==> src/rtl/timer_irq_peri.sv <==
// ============================================================================
// Module   : timer_irq_peri
// Brief    : 8-bit prescaled bus timer with overflow flag and level interrupt
// Revision : 1.0 - initial release
// ============================================================================
`default_nettype none

module timer_irq_peri #(
    parameter logic [7:0] BASE_ADDR  = 8'h10,
    parameter logic [7:0] RST_RELOAD = 8'hFF
) (
    input  logic       clk_ip,
    input  logic       reset_n_ip,
    input  logic [7:0] addr_ip,
    input  logic [7:0] data_ip,
    input  logic       wr_en_ip,
    input  logic       rd_en_ip,
    output logic [7:0] data_op,
    output logic       hit_op,
    output logic       irq_op
);

    localparam logic [1:0] c_OFF_CTRL   = 2'd0;
    localparam logic [1:0] c_OFF_STAT   = 2'd1;
    localparam logic [1:0] c_OFF_RELOAD = 2'd2;
    localparam logic [1:0] c_OFF_COUNT  = 2'd3;

    logic       r_en_q, r_auto_q, r_irq_en_q, r_ovf_q, r_irq_q;
    logic [2:0] r_ps_q;
    logic [7:0] r_reload_q, r_count_q;
    logic [6:0] r_presc_q;

    logic       w_en_d, w_auto_d, w_irq_en_d, w_ovf_d, w_irq_d;
    logic [2:0] w_ps_d;
    logic [7:0] w_reload_d, w_count_d;
    logic [6:0] w_presc_d;

    logic [8:0] w_off_full;
    logic [1:0] w_off;
    logic       w_hit;
    logic       w_wr_ctrl, w_wr_stat, w_wr_reload, w_wr_count;
    logic [6:0] w_ps_mask;
    logic       w_tick, w_match, w_wrap;
    logic [7:0] w_rdata;

    // Nine-bit subtraction: addresses below BASE_ADDR borrow into bit 8 and miss
    assign w_off_full = {1'b0, addr_ip} - {1'b0, BASE_ADDR};
    assign w_hit      = (w_off_full[8:2] == 7'd0);
    assign w_off      = w_off_full[1:0];

    assign w_wr_ctrl   = w_hit & wr_en_ip & (w_off == c_OFF_CTRL);
    assign w_wr_stat   = w_hit & wr_en_ip & (w_off == c_OFF_STAT);
    assign w_wr_reload = w_hit & wr_en_ip & (w_off == c_OFF_RELOAD);
    assign w_wr_count  = w_hit & wr_en_ip & (w_off == c_OFF_COUNT);

    assign w_ps_mask = ~(7'h7F << r_ps_q);
    assign w_tick    = r_en_q & ((r_presc_q & w_ps_mask) == w_ps_mask);
    assign w_match   = (r_count_q == r_reload_q);
    // A software COUNT load suppresses the whole wrap, including OVF and one-shot stop
    assign w_wrap    = w_tick & w_match & ~w_wr_count;

    always_comb begin
        w_en_d     = r_en_q;
        w_auto_d   = r_auto_q;
        w_irq_en_d = r_irq_en_q;
        w_ps_d     = r_ps_q;
        w_ovf_d    = r_ovf_q;
        w_reload_d = r_reload_q;
        w_count_d  = r_count_q;
        w_presc_d  = r_presc_q + 7'd1;
        w_irq_d    = r_ovf_q & r_irq_en_q;

        if (!r_en_q || w_wr_ctrl || w_wr_count) begin
            w_presc_d = 7'd0;
        end

        if (w_wr_count) begin
            w_count_d = data_ip;
        end else if (w_tick) begin
            w_count_d = w_match ? 8'd0 : r_count_q + 8'd1;
        end

        if (w_wr_stat && data_ip[0]) begin
            w_ovf_d = 1'b0;
        end
        if (w_wrap) begin
            w_ovf_d = 1'b1;
        end

        if (w_wr_ctrl) begin
            w_en_d     = data_ip[0];
            w_auto_d   = data_ip[1];
            w_irq_en_d = data_ip[2];
            w_ps_d     = data_ip[5:3];
        end else if (w_wrap && !r_auto_q) begin
            w_en_d = 1'b0;
        end

        if (w_wr_reload) begin
            w_reload_d = data_ip;
        end
    end

    always_ff @(posedge clk_ip or negedge reset_n_ip) begin
        if (!reset_n_ip) begin
            r_en_q     <= 1'b0;
            r_auto_q   <= 1'b0;
            r_irq_en_q <= 1'b0;
            r_ps_q     <= 3'd0;
            r_ovf_q    <= 1'b0;
            r_reload_q <= RST_RELOAD;
            r_count_q  <= 8'd0;
            r_presc_q  <= 7'd0;
            r_irq_q    <= 1'b0;
        end else begin
            r_en_q     <= w_en_d;
            r_auto_q   <= w_auto_d;
            r_irq_en_q <= w_irq_en_d;
            r_ps_q     <= w_ps_d;
            r_ovf_q    <= w_ovf_d;
            r_reload_q <= w_reload_d;
            r_count_q  <= w_count_d;
            r_presc_q  <= w_presc_d;
            r_irq_q    <= w_irq_d;
        end
    end

    always_comb begin
        w_rdata = 8'h00;
        case (w_off)
            c_OFF_CTRL:   w_rdata = {2'b00, r_ps_q, r_irq_en_q, r_auto_q, r_en_q};
            c_OFF_STAT:   w_rdata = {7'd0, r_ovf_q};
            c_OFF_RELOAD: w_rdata = r_reload_q;
            c_OFF_COUNT:  w_rdata = r_count_q;
        endcase
    end

    assign data_op = (w_hit && rd_en_ip) ? w_rdata : 8'h00;
    assign hit_op  = w_hit;
    assign irq_op  = r_irq_q;

endmodule

`default_nettype wire

==> config.mk <==
export PLATFORM = sky130hd
export DESIGN_NAME = timer_irq_peri
export DESIGN_NICKNAME = d
export VERILOG_FILES = /design/src/rtl/timer_irq_peri.sv
export SDC_FILE = /design/constraint.sdc
export NUM_CORES = 1
export LEC_CHECK = 0
export ABC_AREA = 1
export CAP_MARGIN = 20
export CORE_UTILIZATION = 50
export CTS_BUF_LIST = sky130_fd_sc_hd__clkbuf_2
export CTS_CLUSTER_DIAMETER = 150
export DETAILED_ROUTE_END_ITERATION = 6
export DONT_BUFFER_PORTS = 1
export PLACE_DENSITY = 0.65
export SYNTH_ARGS = -nofsm -noshare
export SYNTH_HDL_FRONTEND = slang
export SYNTH_SLANG_ARGS = --single-unit
==> constraint.sdc <==
create_clock -name clk_ip -period 1.3 [get_ports clk_ip]
set_input_delay 0.26 -clock clk_ip [delete_from_list [all_inputs] [get_ports clk_ip]]
set_output_delay 0.26 -clock clk_ip [all_outputs]
set_load 0.03 [all_outputs]
==> Yosys cells after proc, flatten, opt, wreduce, memory -nomap -nowiden <==
Index checks and enable logic that the tools add are counted.
{ "classes": {"reduce_logical": 12, "eq_ne": 5, "mux": 10, "n_shift": 1, "n_addsub": 3, "n_bitwise": 12} }
{ "op_table": {"columns": ["operator", "n"], "rows": [
  ["8-bit two-way mux", 4],
  ["8-bit one-hot mux with 4 select lines", 1],
  ["1-bit bitwise AND", 9],
  ["8-bit by 5-bit subtractor with 9-bit output, second input constant", 1],
  ["8-bit by 1-bit adder with 8-bit output, second input constant", 1],
  ["8-bit equality test", 1],
  ["7-bit by 1-bit adder with 7-bit output, second input constant", 1],
  ["7-bit bitwise AND", 1],
  ["7-bit equality test", 1],
  ["7-bit zero test", 1],
  ["7-bit two-way mux", 1],
  ["7-bit NOT", 1],
  ["7-bit by 3-bit left shift with 7-bit output, first input constant", 1],
  ["2-bit nonzero test", 3],
  ["2-bit equality test, second input constant", 2],
  ["1-bit two-way mux", 4],
  ["1-bit logical AND", 3],
  ["2-bit by 1-bit equality test with 1-bit output, second input constant", 1],
  ["1-bit zero test", 2],
  ["2-bit zero test", 1],
  ["1-bit logical OR", 2],
  ["1-bit NOT", 1]
]} }
{ "word_totals": {"reg_bits": 31, "inputBits": 20, "wordCells": 52, "output_inout_bits": 10} }

==> Logic depth before layout (Yosys ltp) <==
{ "depth": {"depth_word": 10, "mapped_depth": 11, "depth_no_buf": 11} }

==> Worst setup path after synthesis <==
No wires, ideal clock.
{ "synth_path": {"path_kind": "input to output", "startpoint": "in addr_ip[6]", "endpoint": "out data_op[1]", "arrival_ns": 1.667, "slack_ns": -0.627, "stages": 6, "t_required_ns": 1.040, "n_path_buf": 0, "cell_sequence": "or2_1 nor2_4 nand2_1 inv_1 nand2_1 a31oi_1"} }
{ "synth_via": {"elab_chain_len": 4} }
{ "synth_rtl": {"columns": ["element", "line_no", "source"], "rows": [
  ["from (decl)", "14", "input logic [7:0] addr_ip,"],
  ["8-bit by 5-bit subtractor with 9-bit output", "47", "assign w_off_full = {1'b0, addr_ip} - {1'b0, BASE_ADDR};"],
  ["7-bit zero test", "48", "assign w_hit = (w_off_full[8:2] == 7'd0);"],
  ["named net hit_op", "19", "output logic hit_op,"],
  ["1-bit logical AND", "138", "assign data_op = (w_hit && rd_en_ip) ? w_rdata : 8'h00;"],
  ["8-bit two-way mux", "138", null],
  ["to (decl)", "18", "output logic [7:0] data_op,"]
]} }
The timed path passes the listed nets, and every way through them passes these cells.

==> Worst setup path in the final report <==
{ "layout_path": {"startpoint": "reg r_reload_q[3]", "endpoint": "out data_op[3]"} }
{ "layout_via": {"elab_chain_len": 2} }
{ "layout_rtl": {"columns": ["element", "line_no", "source"], "rows": [
  ["from (decl)", "30", "logic [7:0] r_reload_q, r_count_q;"],
  ["from (signal assigned)", "121", "r_reload_q <= w_reload_d;"],
  ["8-bit one-hot mux with 4 select lines", "130", "case (w_off)"],
  ["8-bit two-way mux", "138", null]
]} }
Every way passes these cells.

==> summary.md <==
| Metric | Value |
|---|---|
| Vias/cell | 4.95 |
| Ys Warns | 0 |
| ANT cells | 0 |
| Seq cells post-synth | 31 |
| Status | complete, but fails checks |
| Reg2reg path depth | 11 |
| Syn Nets | 309 |
| Placed instance count | between 300 and 400 |
| Violated checks | negative setup slack |
| ANT nets after route | 0 |
| HP Class | in -> reg |
| Share of layout cells above drive strength 1 | between 40% and 50% |
| Die W | 64.8 um |
| Beginning of the worst register-to-register path | r_reload_q[3] |
| Vias | 2068 |
| Starting DRT DRC Count | 105 |
| CP arrival | 1.43 ns |
| Dpl hpwl | ~4000 um |
| Post-route non-filler standard cell count | about 420 |
| Routed WL | roughly 5900 um |
| Synthesized cell area | 1970 um2 |
| Area grow syn2layout | 53.9% |
| Total GRT Usage | between 20 and 30% |
| Row Count | 22 |
| # setup viols final | 18 |
| CTS buffer count | 5 |
| Critical Path Sink Type | output pin |
| Peak supply drop | between 800 and 900 uV |
| Library cells used by synthesis | 29 |
| Critical hold path startpoint | data_ip[6] |
| WL per Instance | about 14 um |
| Vias in the first global route | 1981 |
| Cells on Worst Hold Path | 2 |
| CP Cell Sequence | inv_2, buf_6, o22ai_4, a21oi_2, nor2_4 |
| Buffers on Ports | 0 |
| Power Dens Cells | approximately 1100 nW/um2 |
| Full die area | around 4200 um2 |
| Slowest cell delay on critical path | between 0.5 and 0.6 ns |
| Least-Margin Pin Slew | between 0.2 and 0.3 ns |
| Deepest clock path buffer count | 2 |
| CTS tree | yes |
| Register area share after synthesis | 39.8% |
| Post-synth top area share | 29.2% |
| Clk slew on worst S/H paths | ~0.17 ns |
| Worst setup path start | r_reload_q[3] |
| CP max stage cell | dfstp_2 |
| Placer Congestion | roughly 0.84 |
| Maxcap violations | 0 |
| Startpoint types | register |
| Initial Utilization | a little over half |
| CTS Root Cell | clkbuf_2 |
| Final Worst Setup Slack | -0.395 ns |
| First-pass GRT wire length | 9100 um |
| Leakage | around 1.5 nW |
| CP max FO | 2 |
| Req. time, crit path | 1.04 ns |
| Final Max Slew Viols | 0 |
| Detailed-route DRC error count | 0 |
| TritonRoute pass-1 iters | 4 |
| H-tree Lvls | 2 |
| Hold Slack | 0.0185 ns |
| Post-route minimum period | about 1.7 ns |
| NumNets Final | around 400 |
| Die height | ~65 um |
| Post-route clock skew | 0.0109 ns |
| Fmax achieved | a little under 600 MHz |
| Gr ovfl total | 0 |
| Cell taking the most area after synthesis | dfrtp_1 |
| Synth top area cells | dfrtp_1 (29%), nand2_1 (20%), dfstp_2 (11%) |
| # fillers | roughly 270 |
| Worst skew pair latency | between 0.3 and 0.4 ns |
| Initial antenna violation count | 0 |
| Final period util | 130% |
| Unrepaired setup endpoints after global routing | true |
| Final hold viol count | 0 |
| Relative slew slack | roughly 80% |
| CP Class | reg -> out |
| CTS sink cnt | 31 |
| Largest net degree at the start of global routing | 32 |
| Core outline area | 3720 um2 |
| Setup_tns | -5.57 ns |
| I/O pins | 30 |
| Syn Area/Cell | just under 7 um2 |
| Post-Syn Instances | 287 |
synthesized netlist by cell type:
| library cell | count |
|---|---|
| a21oi_1 | 7 |
| a21oi_2 | 4 |
| a31oi_1 | 3 |
| buf_2 | 3 |
| buf_6 | 1 |
| clkinv_1 | 2 |
| dfrtp_1 | 23 |
| dfstp_2 | 8 |
| ha_1 | 2 |
| inv_1 | 38 |
| inv_2 | 3 |
| nand2_1 | 106 |
| nand2_2 | 2 |
| nand3_1 | 17 |
| nand3_2 | 1 |
| nand3_4 | 1 |
| nand4_1 | 2 |
| nor2_1 | 32 |
| nor2_2 | 2 |
| nor2_4 | 3 |
| nor3_1 | 4 |
| o21ai_0 | 8 |
| o21ai_1 | 1 |
| o21ai_2 | 3 |
| o221ai_1 | 2 |
| o22ai_1 | 1 |
| or2_1 | 1 |
| xnor2_1 | 2 |
| xor2_1 | 5 |
power by group:
group,internal (mW),switching (mW),total [mW]
clock network,0.129,0.337,0.467
registers,1.17,0.196,1.36
logic,0.723,0.720,1.44
area by class of cell:
type | count | area [um2] | share of cell area [%]
Tap cell | 48 | 60.1 | 1.98
Inverter | 43 | 166 | 5.48
Sequential cell | 31 | 787 | 25.9
Multi-Input combinational cell | 209 | 1290 | 42.5
Timing Repair Buffer | 79 | 696 | 22.9
Clock inverter | 2 | 7.51 | 0.247
Clock buffer | 6 | 30.0 | 0.989
per-stage QoR:
step,area [um2],power (mW),setup slack (ns),utilization [%]
floorplan,2090,1.98,-0.200,-
global placement,2530,2.42,-0.187,68.1
detailed placement,2530,2.46,-0.205,68.1
CTS,2860,3.09,-0.406,76.9
global route,3040,3.52,-0.487,81.7
finish,3040,3.27,-0.395,81.7
sequential cells by signal (all words and copies together), names as in the netlist:
register	flops
r_auto_q	1
r_ps_q	3
r_en_q	1
r_ovf_q	1
r_reload_q	8
r_count_q	8
r_irq_en_q	1
irq_op	1
r_presc_q	7
cells in the final DEF (no fill, tap or decap), types with 2 or more instances in the layout:
cell,count
inv_1,35
nor2_2,3
buf_4,53
dlygate4sd3_1,10
buf_12,2
a21oi_1,2
a21oi_4,2
nand2_1,94
o21ai_0,6
nand4_1,2
o21ai_2,5
inv_2,5
a21oi_2,7
xnor2_1,2
nand2_2,8
nor2_1,25
dfstp_2,8
nand3_2,7
o221ai_2,2
xor2_1,5
nand3_1,11
dfrtp_1,22
nand2_4,5
nor2_4,9
nor3_1,3
a31oi_4,3
clkbuf_2,6
buf_6,14
clkinv_1,4
kinds of logic after synthesis:
group / count (synthesis) / synth area share [%]
AOI/OAI and AO/OA: 29 / 9.33
xor gates and xnor gates: 7 / 3.11
DFF: 31 / 39.8
and+or+nand+nor: 171 / 36.9
buffers and inverters: 47 / 9.52
adders and majority gates: 2 / 1.27
timing repair:
item	4_1_cts	5_1_grt
endpoints found under the hold margin	37	6
gates resized for setup	43	19
setup endpoints to repair	19	21
hold buffers	6	5
pin swaps	22	17
buffers inserted	9	7
worst paths after layout:
path | to | slack, ns
worst min register to register | irq_op | 0.50
worst max-delay path | data_op[3] | -0.39
worst max register to register | r_en_q | -0.33
max in group asynchronous | r_reload_q[2] | 0.73
worst min-delay path | r_reload_q[6] | 0.02
min in group asynchronous | r_count_q[7] | 0.32
critical path: cells and delay by family (launching register included):
kind / cells / cell delay [ns]
AND/OR/NAND/NOR: 1 / 0.19
buffers and inverters: 2 / 0.15
flip-flops: 1 / 0.57
AO/OA/AOI/OAI: 2 / 0.16
per-layer routing:
layer	track usage [%]	vias up	part of all wire [%]	wire, um
met5	0	-	0	0
met4	11.4	0	1.2	73
met3	6.87	9	4.7	278
met2	46.5	56	49	2890
met1	38.0	946	45	2680
li1	-	1057	-	-
Note: power is estimated with default switching activity, not from simulation.
